## src/rtl/cbd38_timer_if.sv

```systemverilog
// Pin-level bundle for cbd38_timer: load data, control strobes, count and status.
// UFCLR/UF exist only when CBD38_TIMER_UFLAG_EN is defined.
interface cbd38_timer_if;
  logic D0, D1, D2, D3, D4, D5, D6, D7;
  logic BI, EN, LD, PS, START, MODE;
  logic Q0, Q1, Q2, Q3, Q4, Q5, Q6, Q7;
  logic BO, TC, BUSY;
`ifdef CBD38_TIMER_UFLAG_EN
  logic UFCLR, UF;
`endif

  modport master (
    output D0, D1, D2, D3, D4, D5, D6, D7, BI, EN, LD, PS, START, MODE,
`ifdef CBD38_TIMER_UFLAG_EN
    output UFCLR, input UF,
`endif
    input  Q0, Q1, Q2, Q3, Q4, Q5, Q6, Q7, BO, TC, BUSY
  );

  modport slave (
    input  D0, D1, D2, D3, D4, D5, D6, D7, BI, EN, LD, PS, START, MODE,
`ifdef CBD38_TIMER_UFLAG_EN
    input UFCLR, output UF,
`endif
    output Q0, Q1, Q2, Q3, Q4, Q5, Q6, Q7, BO, TC, BUSY
  );
endinterface

```

## src/rtl/cbd38_timer.sv

```systemverilog
// Cascadable 8-bit down-counting timer with one-shot/periodic reload.
// Define CBD38_TIMER_UFLAG_EN to add the sticky underflow flag (UFCLR/UF).
module cbd38_timer (
  input logic CLK,
  input logic CD,
  cbd38_timer_if.slave bus
);
  typedef enum logic [1:0] {IDLE, RUN, DONE} state_t;

  state_t     st, st_n;
  logic [7:0] d, cnt, cnt_n, rld, rld_n;
  logic       tc, tc_n, cnt_en, term;

  assign d      = {bus.D7, bus.D6, bus.D5, bus.D4, bus.D3, bus.D2, bus.D1, bus.D0};
  assign cnt_en = bus.BI & bus.EN;

  assign {bus.Q7, bus.Q6, bus.Q5, bus.Q4, bus.Q3, bus.Q2, bus.Q1, bus.Q0} = cnt;
  // Borrow-out is the raw cascade condition; load/preset do not mask it.
  assign bus.BO   = cnt_en & (st == RUN) & (cnt == 8'h00);
  assign bus.TC   = tc;
  assign bus.BUSY = (st == RUN);

  always_comb begin
    cnt_n = cnt;
    rld_n = rld;
    st_n  = st;
    tc_n  = 1'b0;
    term  = 1'b0;
    if (bus.PS) begin
      cnt_n = 8'hFF;
    end else if (bus.LD) begin
      cnt_n = d;
      rld_n = d;
      if (st != RUN && bus.START) st_n = RUN;
    end else if (bus.START && st != RUN) begin
      if (st == DONE) cnt_n = rld;
      st_n = RUN;
    end else if (st == RUN && cnt_en) begin
      if (cnt != 8'h00) begin
        cnt_n = cnt - 8'h01;
      end else begin
        term = 1'b1;
        tc_n = 1'b1;
        if (bus.MODE) cnt_n = rld;
        else          st_n  = DONE;
      end
    end
  end

`ifdef CBD38_TIMER_UFLAG_EN
  logic uf, uf_n;
  assign bus.UF = uf;

  // A terminal event wins over a same-cycle clear.
  always_comb begin
    uf_n = uf;
    if (term)           uf_n = 1'b1;
    else if (bus.UFCLR) uf_n = 1'b0;
  end

  always_ff @(posedge CLK) begin
    if (CD) uf <= 1'b0;
    else    uf <= uf_n;
  end
`endif

  always_ff @(posedge CLK) begin
    if (CD) begin
      cnt <= 8'h00;
      rld <= 8'h00;
      st  <= IDLE;
      tc  <= 1'b0;
    end else begin
      cnt <= cnt_n;
      rld <= rld_n;
      st  <= st_n;
      tc  <= tc_n;
    end
  end
endmodule

```

## src/flat_wrapper.sv

```systemverilog
// flat-port wrapper written by rule: the top's interface ports become plain ports
module cbd38_timer_flat 
  (CLK, CD, bus_D0, bus_D1, bus_D2, bus_D3, bus_D4, bus_D5, bus_D6, bus_D7, bus_BI, bus_EN, bus_LD, bus_PS, bus_START, bus_MODE, bus_Q0, bus_Q1, bus_Q2, bus_Q3, bus_Q4, bus_Q5, bus_Q6, bus_Q7, bus_BO, bus_TC, bus_BUSY);
  cbd38_timer_if bus_i ();
  input logic CLK;
  input logic CD;
  input wire logic [$bits(bus_i.D0)-1:0] bus_D0;
  input wire logic [$bits(bus_i.D1)-1:0] bus_D1;
  input wire logic [$bits(bus_i.D2)-1:0] bus_D2;
  input wire logic [$bits(bus_i.D3)-1:0] bus_D3;
  input wire logic [$bits(bus_i.D4)-1:0] bus_D4;
  input wire logic [$bits(bus_i.D5)-1:0] bus_D5;
  input wire logic [$bits(bus_i.D6)-1:0] bus_D6;
  input wire logic [$bits(bus_i.D7)-1:0] bus_D7;
  input wire logic [$bits(bus_i.BI)-1:0] bus_BI;
  input wire logic [$bits(bus_i.EN)-1:0] bus_EN;
  input wire logic [$bits(bus_i.LD)-1:0] bus_LD;
  input wire logic [$bits(bus_i.PS)-1:0] bus_PS;
  input wire logic [$bits(bus_i.START)-1:0] bus_START;
  input wire logic [$bits(bus_i.MODE)-1:0] bus_MODE;
  output wire logic [$bits(bus_i.Q0)-1:0] bus_Q0;
  output wire logic [$bits(bus_i.Q1)-1:0] bus_Q1;
  output wire logic [$bits(bus_i.Q2)-1:0] bus_Q2;
  output wire logic [$bits(bus_i.Q3)-1:0] bus_Q3;
  output wire logic [$bits(bus_i.Q4)-1:0] bus_Q4;
  output wire logic [$bits(bus_i.Q5)-1:0] bus_Q5;
  output wire logic [$bits(bus_i.Q6)-1:0] bus_Q6;
  output wire logic [$bits(bus_i.Q7)-1:0] bus_Q7;
  output wire logic [$bits(bus_i.BO)-1:0] bus_BO;
  output wire logic [$bits(bus_i.TC)-1:0] bus_TC;
  output wire logic [$bits(bus_i.BUSY)-1:0] bus_BUSY;
  assign bus_i.D0 = bus_D0;
  assign bus_i.D1 = bus_D1;
  assign bus_i.D2 = bus_D2;
  assign bus_i.D3 = bus_D3;
  assign bus_i.D4 = bus_D4;
  assign bus_i.D5 = bus_D5;
  assign bus_i.D6 = bus_D6;
  assign bus_i.D7 = bus_D7;
  assign bus_i.BI = bus_BI;
  assign bus_i.EN = bus_EN;
  assign bus_i.LD = bus_LD;
  assign bus_i.PS = bus_PS;
  assign bus_i.START = bus_START;
  assign bus_i.MODE = bus_MODE;
  assign bus_Q0 = bus_i.Q0;
  assign bus_Q1 = bus_i.Q1;
  assign bus_Q2 = bus_i.Q2;
  assign bus_Q3 = bus_i.Q3;
  assign bus_Q4 = bus_i.Q4;
  assign bus_Q5 = bus_i.Q5;
  assign bus_Q6 = bus_i.Q6;
  assign bus_Q7 = bus_i.Q7;
  assign bus_BO = bus_i.BO;
  assign bus_TC = bus_i.TC;
  assign bus_BUSY = bus_i.BUSY;
  cbd38_timer u_core (.CLK(CLK), .CD(CD), .bus(bus_i));
endmodule
```

## config.mk

```make
export PLATFORM = sky130hd
export DESIGN_NAME = cbd38_timer_flat
export DESIGN_NICKNAME = d
export VERILOG_FILES = /design/src/rtl/cbd38_timer_if.sv /design/src/rtl/cbd38_timer.sv /design/src/flat_wrapper.sv
export SDC_FILE = /design/constraint.sdc
export NUM_CORES = 1
export LEC_CHECK = 0
export ABC_CLOCK_PERIOD_IN_PS = 2000
export BUFFER_PORTS_ARGS = -buffer_cell sky130_fd_sc_hd__buf_2
export CELL_PAD_IN_SITES_DETAIL_PLACEMENT = 0
export CELL_PAD_IN_SITES_GLOBAL_PLACEMENT = 1
export CORE_MARGIN = 5
export CORE_UTILIZATION = 40
export CTS_BUF_LIST = sky130_fd_sc_hd__clkbuf_8
export CTS_CLUSTER_DIAMETER = 50
export DETAILED_ROUTE_END_ITERATION = 8
export GPL_TIMING_DRIVEN = 0
export PLACE_DENSITY_LB_ADDON = 0.1
export SLEW_MARGIN = 25
export SYNTH_ARGS = -nofsm -noshare
export SYNTH_HDL_FRONTEND = slang
export SYNTH_SLANG_ARGS = --single-unit
```

## constraint.sdc

```tcl
create_clock -name CLK -period 2 [get_ports CLK]
set_input_delay 0.3 -clock CLK [delete_from_list [all_inputs] [get_ports CLK]]
set_output_delay 0.3 -clock CLK [all_outputs]
set_load 0.02 [all_outputs]
```

==> After elaboration in Yosys (flattened, before gate mapping) <==
Index checks and enable logic that the tools add are counted.
{ "totals": {"ff_bits": 19, "in_bits": 16, "output_inout_bits": 11, "elab_cells": 42} }
{ "classes": {"add_sub_neg": 1, "n_eq_ne": 7, "mux": 14, "bitwise_logic": 5, "n_reduce_logical": 11} }
{ "ops": {"columns": ["cell", "n"], "rows": [
  ["8-bit two-way mux", 7],
  ["2-bit two-way mux", 6],
  ["8-bit zero test", 1],
  ["2-bit by 1-bit != test with 1-bit output, second input constant", 4],
  ["8-bit nonzero test", 1],
  ["8-bit by 1-bit subtractor with 8-bit output, second input constant", 1],
  ["5-bit AND reduction", 1],
  ["5-bit nonzero test", 1],
  ["5-bit OR reduction", 1],
  ["4-bit != test, second input constant", 1],
  ["4-bit nonzero test", 1],
  ["1-bit bitwise AND", 3],
  ["3-bit AND reduction", 1],
  ["2-bit by 1-bit == test with 1-bit output, second input constant", 1],
  ["2-bit == test, second input constant", 1],
  ["1-bit logical AND", 2],
  ["1-bit NOT", 2],
  ["2-bit AND reduction", 1],
  ["2-bit nonzero test", 1],
  ["1-bit two-way mux", 1]
]} }

==> Depth between registers and ports, before layout <==
Gate-level depths: netlist of the first run.
{ "logic_depth": {"ltp_word": 6, "mapped_depth": 8, "mapped_depth_nobuf": 7} }

==> Least setup slack after synthesis of the first run <==
No wires, ideal clock.
{ "synth_path": {"path_type": "flip-flop to flip-flop", "start": "register u_core.cnt[1]", "end": "register u_core.st[0]", "setup_time_ns": 0.128, "t_arrival_ns": 1.803, "required_ns": 1.872, "setup_slack_ns": 0.069, "path_stages_with_launch": 8, "path_buffers": 0, "period_less_slack_ns": 1.931, "path_cell_list": "dfxtp_1 > inv_1 > ha_1 > or4b_1 > nor3_2 > nand2_1 > a21oi_1 > nor2_1"} }
{ "synth_between": {"elab_chain_cells": 3} }
{ "synth_lines": {"columns": ["element", "line_no", "rtl"], "rows": [
  ["start: declaration", "cbd38_timer.sv:11", "logic [7:0] d, cnt, cnt_n, rld, rld_n;"],
  ["start signal: assignment", "cbd38_timer.sv:74", "cnt <= cnt_n;"],
  ["8-bit nonzero test", "cbd38_timer.sv:39", "if (cnt != 8'h00) begin"],
  ["2-bit by 1-bit != test with 1-bit output (no line)", null, null],
  ["5-bit AND reduction (no line)", null, null],
  ["end signal: assignment", "cbd38_timer.sv:76", "st <= st_n;"],
  ["end: declaration", "cbd38_timer.sv:10", "state_t st, st_n;"]
]} }
No other way between the ends.
A chain may end at the register's enable or synchronous reset.

==> Worst setup path in the final report of the first run <==
{ "layout_path": {"start": "register u_core.cnt[1]", "end": "output port bus_BO"} }
{ "layout_between": {"elab_chain_cells": 2} }
{ "layout_lines": {"columns": ["element", "line_no", "rtl"], "rows": [
  ["8-bit zero test", "cbd38_timer.sv:19", "assign bus.BO = cnt_en & (st == RUN) & (cnt == 8'h00);"],
  ["1-bit bitwise AND", "cbd38_timer.sv:19", null],
  ["end: declaration", "flat_wrapper.sv:29", "output wire logic [$bits(bus_i.BO)-1:0] bus_BO;"]
]} }
No other way between the ends.

==> results of run 1 <==
## power breakdown
group          leakage, nW  switching, mW  total [mW]  internal (mW)
Clock               0.0255          0.142       0.280          0.139
Combinational        0.394          0.152       0.271          0.119
Sequential           0.158         0.0307       0.434          0.403
## what timing repair did
action | 4_1_cts | 5_1_grt
pin swaps | 1 | 1
buffers inserted | 3 | 0
setup endpoints to repair | 1 | 1
gates resized for setup | 10 | 2
## metal layers
| metal | routed length, microns | vias up |
|---|---|---|
| met2 | 1550 | 26 |
| met5 | 0 | - |
| met3 | 173 | 2 |
| li1 | - | 567 |
| met1 | 1470 | 523 |
| met4 | 17 | 0 |
## layout make-up
| cell class | count | share of cell area |
|---|---|---|
| Multi-Input combinational cell | 106 | 0.506 |
| Sequential cell | 19 | 0.277 |
| Timing Repair Buffer | 26 | 0.104 |
| Buffer | 10 | 0.0378 |
| Clock buffer | 3 | 0.0297 |
| Tap cell | 31 | 0.0279 |
| Inverter | 5 | 0.0135 |
| Clock inverter | 1 | 0.00360 |
## registers in the layout, summed over array words and instances, names as in the netlist
register and cells:
u_core.cnt 8, u_core.rld 8, u_core.st 2, u_core.bus.TC 1
## stage by stage
stage	area [sq um]	setup slack [ps]
CTS	1370	8.84
finish	1390	93.4
detailed placement	1280	90.8
global route	1390	21.3
floorplan	1130	69.3
global placement	1280	96.4
## cell families (layout without fill, tap and decap cells)
group / Yosys count / after routing / synth area share
AOI/OAI and AO/OA: 39 / 39 / 0.249
xor gates and xnor gates: 2 / 2 / 0.0155
adders and majority gates: 2 / 2 / 0.0222
buffers and inverters: 15 / 45 / 0.0633
DFF: 19 / 19 / 0.337
muxes: 2 / 2 / 0.0233
and+or+nand+nor: 61 / 61 / 0.290
## how the worst max path moves through the flow
stage / slack, ps / cells after the start / endpoint / startpoint
CTS: 9 / 5 / bus_BO / u_core.cnt[1]
global placement: 100 / 8 / u_core.cnt[4] / u_core.cnt[0]
floorplan: 70 / 7 / u_core.st[0] / u_core.cnt[1]
detailed placement: 90 / 8 / u_core.cnt[4] / u_core.cnt[0]
finish: 90 / 5 / bus_BO / u_core.cnt[1]
global route: 20 / 5 / bus_BO / u_core.cnt[1]
## synthesized netlist by cell type, types with 3 or more instances
master / number
sky130_fd_sc_hd__nand2_1: 24
sky130_fd_sc_hd__dfxtp_1: 19
sky130_fd_sc_hd__a21oi_1: 16
sky130_fd_sc_hd__nor2_1: 11
sky130_fd_sc_hd__clkbuf_1: 5
sky130_fd_sc_hd__inv_1: 5
sky130_fd_sc_hd__nand3_1: 4
sky130_fd_sc_hd__buf_2: 3
sky130_fd_sc_hd__nand2b_1: 3
sky130_fd_sc_hd__o21ai_0: 3
## worst register-to-register path: stages, from the launching register on
cell                      delay [ps]
sky130_fd_sc_hd__dfxtp_2         330
sky130_fd_sc_hd__inv_2            90
sky130_fd_sc_hd__ha_4            140
sky130_fd_sc_hd__or4b_4          480
sky130_fd_sc_hd__buf_4           160
sky130_fd_sc_hd__a211o_1         240
sky130_fd_sc_hd__nand3_1          90
sky130_fd_sc_hd__nand3_1          80
sky130_fd_sc_hd__a21oi_1         140
## layout by cell type (no fill, tap or decap), types with 3 or more instances in the layout
master and count:
sky130_fd_sc_hd__nand3_1 4, sky130_fd_sc_hd__nor2_1 11, sky130_fd_sc_hd__clkbuf_1 5, sky130_fd_sc_hd__buf_2 25, sky130_fd_sc_hd__nand2_1 24, sky130_fd_sc_hd__dfxtp_1 17, sky130_fd_sc_hd__a21oi_1 16, sky130_fd_sc_hd__nand2b_1 3
sky130_fd_sc_hd__inv_1 3, sky130_fd_sc_hd__clkbuf_8 3, sky130_fd_sc_hd__buf_4 4, sky130_fd_sc_hd__o21ai_0 3
==> summary.txt, run 1 <==
Critical path
  – Worst r2r dst: u_core.cnt[7]
  – R2r startpoint: u_core.cnt[1]
  – Required time reported for the critical path endpoint: roughly 1700 ps
  – Cells along the critical path: inv_2 -> ha_4 -> or4b_4 -> nor3_4 -> buf_6
  – Worst-path cell with the longest stage delay: sky130_fd_sc_hd__or4b_4
  – Kind of end point of the critical path: output pin
  – Buffers plus inverters on the worst setup path: 2
  – Depth of the most critical reg-to-reg path: 8
  – Worst path arrival time: ~1600 ps
  – Critical Setup Path Class: reg2out
  – Max Fanout on Critical Path: 3
  – Crit-path max cell delay: roughly 480 ps
  – Internal reg-to-reg setup slack: 190 ps
  – CP top delay family: simple AND/OR/NAND/NOR gates
  – Crit path launch type: flip-flop

Global route
  – Number of antenna violations at the first check in global routing: 0
  – Global-route wire length before repair: about 5.4 mm
  – Pin count of the biggest net entering global routing: 12
  – Met1 Usage GRT: 0.212
  – Layer with the highest usage after global routing: met2
  – M2 GR Usage: 0.283
  – Overall overflow remaining after global route: 0
  – Number of global-route vias before repair: approximately 1100
  – Overall fraction of global-route tracks in use: 0.167
  – Global-route met3 utilization: 0.0462

Clock network
  – Number of buffers added by the clock tree synthesis step: 3
  – Quantity of hold-fixing buffers added after cts: 0
  – Clock sink count: 19
  – CTS tree: done
  – Maximum number of buffers from clock root to sink: 2
  – Clock root buffer: sky130_fd_sc_hd__clkbuf_8
  – Register clock-pin slew on the reported worst setup and hold paths: 80 ps
  – Clock insertion delay at the later pin of the skew report: ~260 ps
  – H-Tree Depth: 1

Synthesis
  – Asr flop ratio synth: 0
  – Flip-flop cell with the highest count after synthesis: sky130_fd_sc_hd__dfxtp_1
  – Post-synth EDFFs: 0
  – Synth Register Bits: 19
  – Seq/Total Area, Yosys: 0.337
  – Proportion of netlist area held by the largest area contributor: 0.337
  – Syn Area/Cell: between 8 and 9 sq um
  – Net Count, Synth: between 150 and 200
  – Netlist cell types: 46
  – Mapped Cells: 140
  – Synth area leader: sky130_fd_sc_hd__dfxtp_1
  – Cell area after synthesis: between 0.001 and 0.0015 sq mm
  – Warnings, synthesis: 0
  – Leading cell types by total area after synthesis: sky130_fd_sc_hd__dfxtp_1, sky130_fd_sc_hd__nand2_1, sky130_fd_sc_hd__a21oi_1

Timing
  – Final total negative setup slack: 0 ps
  – Unrepaired setup endpoints after global routing: no
  – Headroom to the max-slew limit: 0.631
  – Period minus WS final: approximately 1900 ps
  – Finish-stage setup viols: 0
  – Final count of hold timing violations: 0
  – Slew of the pin with the lowest slew margin: approximately 550 ps
  – Maximum operating frequency: between 0.5 and 0.6 GHz
  – Worst slack on hold paths: roughly 270 ps
  – Total count of max-transition violations in the final report: 0
  – Post-route clock period utilization: 0.953
  – Final setup skew: slightly above 6 ps

Min path
  – WHS Path Cells: 3
  – WHS Endpoint: u_core.rld[5]
  – Path category of the worst min-delay check: in2reg
  – Worst hold path startpoint: bus_D5

Route
  – First-pass detailed-route iteration total: 4
  – Violation count after the first detailed-routing iteration: 69
  – Per-cell via count in the routed design: about 5.6
  – Number of nets with antenna violations after routing: 0
  – Total DRC errors in the routed layout: 0
  – Routed WL: around 3.2 mm
  – Avg WL per Cell: roughly 16 microns
  – Via total after detailed routing: approximately 1100

Finish
  – Combined area of the multi-input logic cells: 703 sq um
  – Sequential cell area: 385 sq um
  – Layout Cells excl Fill: 201
  – Utilization of the core after routing: 0.508
  – Fraction of final layout cells with drive strength greater than 1: 0.312
  – Area growth syn-to-layout: 23.2%
  – Filler cell count: ~270
  – N_diodes: 0
  – Nets: 189

Placed design
  – Global placer's final weighted congestion: a little over 0.8
  – Count of buffers from port buffering: 23
  – Total half-perimeter wirelength after legalization and detailed placement: 2.27 mm
  – Placed Cells: 194

Power
  – Standby leakage power: 0.577 nW
  – Power per unit of standard cell area: 709 mW/mm^2
  – Overall Power: 985 uW
  – Maximum VDD drop: 0.635 mV

Floorplan
  – DIE HEIGHT: ~63 microns
  – Starting density of the core: 0.412
  – Die boundary width: ~63 microns
  – Count of standard-cell rows: 19
  – Ports placed on the boundary: 27
  – Core outline area: around 0.0027 sq mm
  – Die outline area: roughly 0.0040 sq mm

Outcome
  – Outcome: complete, no violations

Run
  – Max-Cap Viols: 0
(Power assumes the default switching activity.)
==> run 2: changes to the inputs <==
--- a/config.mk
+++ b/config.mk
@@ -5,15 +5,17 @@
 export SDC_FILE = /design/constraint.sdc
 export NUM_CORES = 1
 export LEC_CHECK = 0
+export ABC_AREA = 1
 export ABC_CLOCK_PERIOD_IN_PS = 2000
 export BUFFER_PORTS_ARGS = -buffer_cell sky130_fd_sc_hd__buf_2
 export CELL_PAD_IN_SITES_DETAIL_PLACEMENT = 0
 export CELL_PAD_IN_SITES_GLOBAL_PLACEMENT = 1
 export CORE_MARGIN = 5
-export CORE_UTILIZATION = 40
+export CORE_UTILIZATION = 38
 export CTS_BUF_LIST = sky130_fd_sc_hd__clkbuf_8
 export CTS_CLUSTER_DIAMETER = 50
 export DETAILED_ROUTE_END_ITERATION = 8
+export GPL_ROUTABILITY_DRIVEN = 0
 export GPL_TIMING_DRIVEN = 0
 export PLACE_DENSITY_LB_ADDON = 0.1
 export SLEW_MARGIN = 25
==> run 2 against run 1 <==
Die area is 7.5% higher. Setup slack better by 120 ps. Routed wire length is 10% lower. Non-clock buffer count is 9 lower. Sequential power hardly changed. Critical endpoint unchanged. First-iteration DRC count is 2.9% lower. Largest power group unchanged.
==> summary.txt, run 2 <==
Outcome
  – Outcome: complete, no violations

Critical path
  – Depth of the most critical reg-to-reg path: 9
  – Critical Setup Path Class: reg2out
  – Crit path launch type: flip-flop
  – Internal reg-to-reg setup slack: approximately 320 ps
  – Worst path arrival time: 1490 ps
  – Required time reported for the critical path endpoint: between 1500 and 2000 ps
  – R2r startpoint: u_core.cnt[0]
  – Worst r2r dst: u_core.cnt[7]
  – Max Fanout on Critical Path: 7
  – Kind of end point of the critical path: output pin

Global route
  – Overall fraction of global-route tracks in use: 0.145
  – Number of global-route vias before repair: ~1100
  – Global-route wire length before repair: between 4 and 5 mm
  – Pin count of the biggest net entering global routing: 12
  – Overall overflow remaining after global route: 0
  – Number of antenna violations at the first check in global routing: 0

Min path
  – Path category of the worst min-delay check: in2reg
  – Worst hold path startpoint: bus_D0
  – WHS Path Cells: 3
  – WHS Endpoint: u_core.rld[0]

Finish
  – Fraction of final layout cells with drive strength greater than 1: 0.255
  – Most common cell after layout, fill and taps aside: sky130_fd_sc_hd__nand2_1
  – N_diodes: 0
  – Nets: 223
  – Commonest cells after routing, fill and taps aside: sky130_fd_sc_hd__nand2_1, sky130_fd_sc_hd__buf_2, sky130_fd_sc_hd__nor2_1
  – Area growth syn-to-layout: 18.2%
  – Leading registers by flop count: u_core.cnt x8, u_core.rld x8, u_core.st x2

Clock network
  – Clock sink count: 19
  – Quantity of hold-fixing buffers added after cts: 0
  – Clock root buffer: sky130_fd_sc_hd__clkbuf_8
  – CTS tree: done
  – Register clock-pin slew on the reported worst setup and hold paths: around 80 ps
  – Setup Fix Bufs, Post-CTS: 0
  – H-Tree Depth: 1
  – Resized Gates After CTS: 0
  – Clock insertion delay at the later pin of the skew report: roughly 260 ps
  – Maximum number of buffers from clock root to sink: 2
  – Number of buffers added by the clock tree synthesis step: 3

Placed design
  – Count of buffers from port buffering: 25
  – Post-placement worst setup slack: about 280 ps
  – Total half-perimeter wirelength after legalization and detailed placement: about 2.2 mm

Route
  – Per-cell via count in the routed design: between 4 and 5
  – Via total after detailed routing: 1175
  – First-pass detailed-route iteration total: 4
  – Violation count after the first detailed-routing iteration: 67
  – Number of nets with antenna violations after routing: 0
  – Total DRC errors in the routed layout: 0
  – Routed WL: 2.88 mm
  – Avg WL per Cell: about 12 microns

Floorplan
  – DIE HEIGHT: 65.4 microns
  – Ports placed on the boundary: 27
  – Die boundary width: about 65 microns
  – Core outline area: between 0.003 and 0.004 sq mm
  – Count of standard-cell rows: 20
  – Die outline area: roughly 0.0043 sq mm
  – Starting density of the core: 0.388

Power
  – Overall Power: about 980 uW
  – Power per unit of standard cell area: 713 mW/mm^2
  – Standby leakage power: between 0.6 and 0.7 nW
  – Maximum VDD drop: between 0.2 and 0.25 mV

Synthesis
  – Leading cell types by total area after synthesis: sky130_fd_sc_hd__dfxtp_1, sky130_fd_sc_hd__nand2_1, sky130_fd_sc_hd__nor2_1
  – Net Count, Synth: approximately 190
  – Proportion of netlist area held by the largest area contributor: 0.326
  – Syn Area/Cell: ~6.7 sq um
  – Seq/Total Area, Yosys: 0.326
  – Mapped Cells: between 150 and 200
  – Synth Register Bits: 19
  – Flip-flop cell with the highest count after synthesis: sky130_fd_sc_hd__dfxtp_1
  – Warnings, synthesis: 0
  – Synth area leader: sky130_fd_sc_hd__dfxtp_1
  – Asr flop ratio synth: 0
  – Netlist cell types: 27
  – Commonest cells in the synthesized netlist: sky130_fd_sc_hd__nand2_1, sky130_fd_sc_hd__nor2_1, sky130_fd_sc_hd__dfxtp_1, sky130_fd_sc_hd__inv_1, sky130_fd_sc_hd__nand3_1
  – Post-synth EDFFs: 0
  – Top-count cell post-synth: sky130_fd_sc_hd__nand2_1
  – Cell area after synthesis: 0.00117 sq mm

Timing
  – Worst slack on hold paths: approximately 280 ps
  – Unrepaired setup endpoints after global routing: no
  – Final total negative setup slack: 0 ps
  – Final count of hold timing violations: 0
  – Finish-stage setup viols: 0
  – Final setup skew: about 1.1 ps
  – Total count of max-transition violations in the final report: 0
  – Maximum operating frequency: ~0.56 GHz
  – Period minus WS final: roughly 1800 ps
  – Worst path setup slack after routing: approximately 210 ps
  – Slew of the pin with the lowest slew margin: 405 ps
  – Post-route clock period utilization: 0.895
  – Headroom to the max-slew limit: 0.730

Run
  – Max-Cap Viols: 0
==> run 2: cell count changes after synthesis, moves of 3 or more <==
| cell | delta |
|---|---|
| sky130_fd_sc_hd__nand2b_1 | -3 |
| sky130_fd_sc_hd__inv_1 | +10 |
| sky130_fd_sc_hd__nor2_1 | +13 |
| sky130_fd_sc_hd__a21oi_2 | +7 |
| sky130_fd_sc_hd__a21oi_1 | -6 |
| sky130_fd_sc_hd__o21ai_0 | +6 |
| sky130_fd_sc_hd__nand2_1 | +28 |
| sky130_fd_sc_hd__clkbuf_1 | -5 |
| sky130_fd_sc_hd__nand3_1 | +9 |
| sky130_fd_sc_hd__nor2_2 | +3 |
==> run 2: worst max-delay path by stage <==
stage	startpoint	to	slack (ps)	cells after the start
4_1_cts	u_core.cnt[0]	bus_BO	120	7
2_1_floorplan	u_core.cnt[0]	bus_BO	390	6
6_report	u_core.cnt[0]	bus_BO	210	7
3_5_place_dp	u_core.cnt[0]	u_core.cnt[7]	280	9
3_3_place_gp	u_core.cnt[0]	u_core.cnt[7]	270	9
5_1_grt	u_core.cnt[0]	bus_BO	70	7
==> run 2: final cells by class <==
| class | count | area [sq um] |
|---|---|---|
| Clock inverter | 1 | 5.00 |
| Clock buffer | 3 | 41.3 |
| Buffer | 2 | 8.76 |
| Multi-Input combinational cell | 135 | 701 |
| Inverter | 19 | 76.3 |
| Timing Repair Buffer | 25 | 125 |
| Sequential cell | 19 | 380 |
| Fill cell | 335 | 1620 |
| Tap cell | 33 | 41.3 |
==> run 2: kinds of logic (layout without fill, tap and decap cells) <==
group,after synthesis,after routing,share of synthesized area
and+or+nand+nor,102,102,0.396
AOI/OAI and AO/OA,30,30,0.176
buffers and inverters,21,50,0.0730
DFF,19,19,0.326
adders and majority gates,2,2,0.0215
xor gates and xnor gates,1,1,0.00751
==> run 2: metal layers <==
layer	part of all wire	GRT usage	vias up	routed length [microns]
met1	0.51	0.200	518	1460
li1	-	-	618	-
met4	0.015	0.0466	0	43
met5	0	0	-	0
met3	0.059	0.0308	5	169
met2	0.42	0.225	34	1210
==> run 2: critical path, stage by stage (launching register included) <==
cell and delay [ps]:
sky130_fd_sc_hd__dfxtp_1 340, sky130_fd_sc_hd__inv_2 110, sky130_fd_sc_hd__ha_1 180, sky130_fd_sc_hd__nand2_1 140, sky130_fd_sc_hd__nor2_4 160, sky130_fd_sc_hd__inv_1 60, sky130_fd_sc_hd__nor2_1 70, sky130_fd_sc_hd__buf_2 160
==> run 2: per-stage QoR <==
step | cells | utilization | area (sq um)
2_1_floorplan | 175 | - | 1170
3_3_place_gp | 233 | 0.444 | 1330
3_5_place_dp | 233 | 0.444 | 1330
4_1_cts | 237 | 0.459 | 1380
5_1_grt | 237 | 0.459 | 1380
6_report | 237 | 0.459 | 1380
==> run 2: power breakdown <==
group	internal [mW]	switching, mW	leakage [nW]
clock network	0.139	0.139	0.0255
registers	0.408	0.0275	0.157
logic	0.0941	0.175	0.480
total	0.641	0.342	0.663
==> run 3: changes to the inputs <==
--- a/config.mk
+++ b/config.mk
@@ -10,14 +10,14 @@
 export BUFFER_PORTS_ARGS = -buffer_cell sky130_fd_sc_hd__buf_2
 export CELL_PAD_IN_SITES_DETAIL_PLACEMENT = 0
 export CELL_PAD_IN_SITES_GLOBAL_PLACEMENT = 1
-export CORE_MARGIN = 5
+export CORE_MARGIN = 2
 export CORE_UTILIZATION = 38
 export CTS_BUF_LIST = sky130_fd_sc_hd__clkbuf_8
 export CTS_CLUSTER_DIAMETER = 50
 export DETAILED_ROUTE_END_ITERATION = 8
 export GPL_ROUTABILITY_DRIVEN = 0
 export GPL_TIMING_DRIVEN = 0
-export PLACE_DENSITY_LB_ADDON = 0.1
+export PLACE_DENSITY = 0.93
 export SLEW_MARGIN = 25
 export SYNTH_ARGS = -nofsm -noshare
 export SYNTH_HDL_FRONTEND = slang
==> run 3 against run 2 <==
Clock skew increased by 1.1 ps. Largest cell class unchanged. Maximum frequency decreased by 0.31%. Routed wire length decreased by 9.8%. Final cell count unchanged. Sequential power about the same. Hold slack improved by 0.67 ps. Largest power group unchanged. Critical path type unchanged.
==> summary.txt, run 3 (same netlist as run 2, synthesis figures left out) <==
Timing
  – Maximum operating frequency: between 0.5 and 0.6 GHz
  – Slew of the pin with the lowest slew margin: around 360 ps
  – Final total negative setup slack: 0 ps
  – Total count of max-transition violations in the final report: 0
  – Finish-stage setup viols: 0
  – Worst slack on hold paths: 276 ps
  – Final count of hold timing violations: 0
  – Period minus WS final: between 1500 and 2000 ps
  – Headroom to the max-slew limit: 0.762
  – Post-route clock period utilization: 0.898
  – Unrepaired setup endpoints after global routing: no
  – Final setup skew: around 2.3 ps

Clock network
  – H-Tree Depth: 1
  – Register clock-pin slew on the reported worst setup and hold paths: 70 ps
  – Maximum number of buffers from clock root to sink: 2
  – Number of buffers added by the clock tree synthesis step: 3
  – Clock root buffer: sky130_fd_sc_hd__clkbuf_8
  – Resized Gates After CTS: 0
  – Clock insertion delay at the later pin of the skew report: approximately 260 ps
  – CTS tree: done
  – Setup Fix Bufs, Post-CTS: 0
  – Quantity of hold-fixing buffers added after cts: 0
  – Clock sink count: 19

Placed design
  – Instance area after placement: between 0.001 and 0.0015 sq mm
  – Total half-perimeter wirelength after legalization and detailed placement: ~2.0 mm
  – Count of buffers from port buffering: 25

Floorplan
  – Ports placed on the boundary: 27
  – Die outline area: 0.00353 sq mm
  – DIE HEIGHT: 59.4 microns
  – Starting density of the core: 0.392
  – Count of standard-cell rows: 20
  – Die boundary width: about 60 microns
  – Core outline area: roughly 0.003 sq mm

Critical path
  – Crit-path max cell delay: ~340 ps
  – Instance count on the critical path: 7
  – Max Fanout on Critical Path: 7
  – Critical Path Source: u_core.cnt[0]
  – Cells along the critical path: inv_2 -> ha_1 -> nand2_1 -> nor2_4 -> inv_1 -> nor2_1 -> buf_2
  – Depth of the most critical reg-to-reg path: 9
  – Critical Setup Path Class: reg2out
  – Worst-path cell with the longest stage delay: sky130_fd_sc_hd__dfxtp_1
  – Buffers plus inverters on the worst setup path: 3
  – Worst path arrival time: ~1500 ps
  – Kind of end point of the critical path: output pin
  – Crit path launch type: flip-flop
  – Required time reported for the critical path endpoint: ~1700 ps
  – CP top delay family: simple AND/OR/NAND/NOR gates
  – R2r startpoint: u_core.cnt[0]
  – Internal reg-to-reg setup slack: roughly 400 ps

Route
  – First-pass detailed-route iteration total: 4
  – Total DRC errors in the routed layout: 0
  – Number of nets with antenna violations after routing: 0
  – Violation count after the first detailed-routing iteration: 34
  – Avg WL per Cell: 11.0 microns
  – Routed WL: roughly 2.6 mm
  – Via total after detailed routing: approximately 1100
  – Per-cell via count in the routed design: roughly 4.7

Global route
  – M2 GR Usage: 0.232
  – Global-route wire length before repair: roughly 4.3 mm
  – Pin count of the biggest net entering global routing: 12
  – Number of global-route vias before repair: 955
  – Global-route met3 utilization: 0.0284
  – Overall fraction of global-route tracks in use: 0.164
  – Number of antenna violations at the first check in global routing: 0
  – Layer with the highest usage after global routing: met1
  – Overall overflow remaining after global route: 0
  – Met1 Usage GRT: 0.234

Power
  – Power per unit of standard cell area: a little over 700 mW/mm^2
  – Standby leakage power: between 0.6 and 0.7 nW
  – Maximum VDD drop: 0.282 mV

Finish
  – N_diodes: 0
  – Sequential cell area: about 380 sq um
  – Post-route cell area: about 0.0014 sq mm
  – Leading registers by flop count: u_core.cnt x8, u_core.rld x8, u_core.st x2
  – Filler cell count: 317
  – Nets: around 220
  – Most common cell after layout, fill and taps aside: sky130_fd_sc_hd__nand2_1
  – Combined area of the multi-input logic cells: roughly 700 sq um
  – Commonest cells after routing, fill and taps aside: sky130_fd_sc_hd__nand2_1, sky130_fd_sc_hd__buf_2, sky130_fd_sc_hd__nor2_1
  – Utilization of the core after routing: 0.463
  – Fraction of final layout cells with drive strength greater than 1: 0.255
  – Area growth syn-to-layout: 18.2%

Outcome
  – Outcome: complete, no violations

Run
  – Max-Cap Viols: 0

Min path
  – Path category of the worst min-delay check: in2reg
  – WHS Path Cells: 3
  – Worst hold path startpoint: bus_D1
-- run 3: cell counts in the layout (fill, tap and decap cells not counted) --
Identical to the previous run, type by type.
-- run 3: worst paths after layout --
path	end
setup / recovery	bus_BO
setup reg to reg	u_core.cnt[5]
hold reg to reg	u_core.st[0]
hold / removal	u_core.rld[1]
-- run 3: worst register-to-register path, cell delays in order, from the launching register on --
cell	delay, ps
sky130_fd_sc_hd__dfxtp_1	340
sky130_fd_sc_hd__inv_2	120
sky130_fd_sc_hd__ha_1	170
sky130_fd_sc_hd__nand2_1	140
sky130_fd_sc_hd__o21ai_4	310
sky130_fd_sc_hd__inv_2	130
sky130_fd_sc_hd__nand2_1	90
sky130_fd_sc_hd__nand3_1	60
sky130_fd_sc_hd__nand2_1	100
sky130_fd_sc_hd__a21oi_2	50
-- run 3: report_power, final --
part | total (mW) | leakage (nW) | internal, mW | switching, mW
registers | 0.434 | 0.157 | 0.408 | 0.0264
clock network | 0.276 | 0.0255 | 0.139 | 0.137
logic | 0.264 | 0.480 | 0.0940 | 0.170
total | 0.974 | 0.663 | 0.641 | 0.333
-- run 3: final cells by class --
cell class | count | area share
plain buffers | 2 | 0.00635
clock buffers | 3 | 0.0299
clock inverters | 1 | 0.00363
inverters | 19 | 0.0554
multi-input cells | 135 | 0.508
flip-flops and latches | 19 | 0.276
well taps | 33 | 0.0299
repair buffers | 25 | 0.0907
-- run 3: metrics by stage --
stage               setup slack [ps]  power, mW  cells
finish                           205      0.974    237
detailed placement               326      0.706    233
CTS                              111      0.984    237
global route                    69.4       1.04    237
global placement                 282      0.706    233
floorplan                        393      0.636    175
-- run 3: layer usage --
metal / up-vias / routed length, microns
met4: 0 / 61
li1: 615 / -
met2: 19 / 1080
met5: - / 0
met1: 475 / 1370
met3: 5 / 91
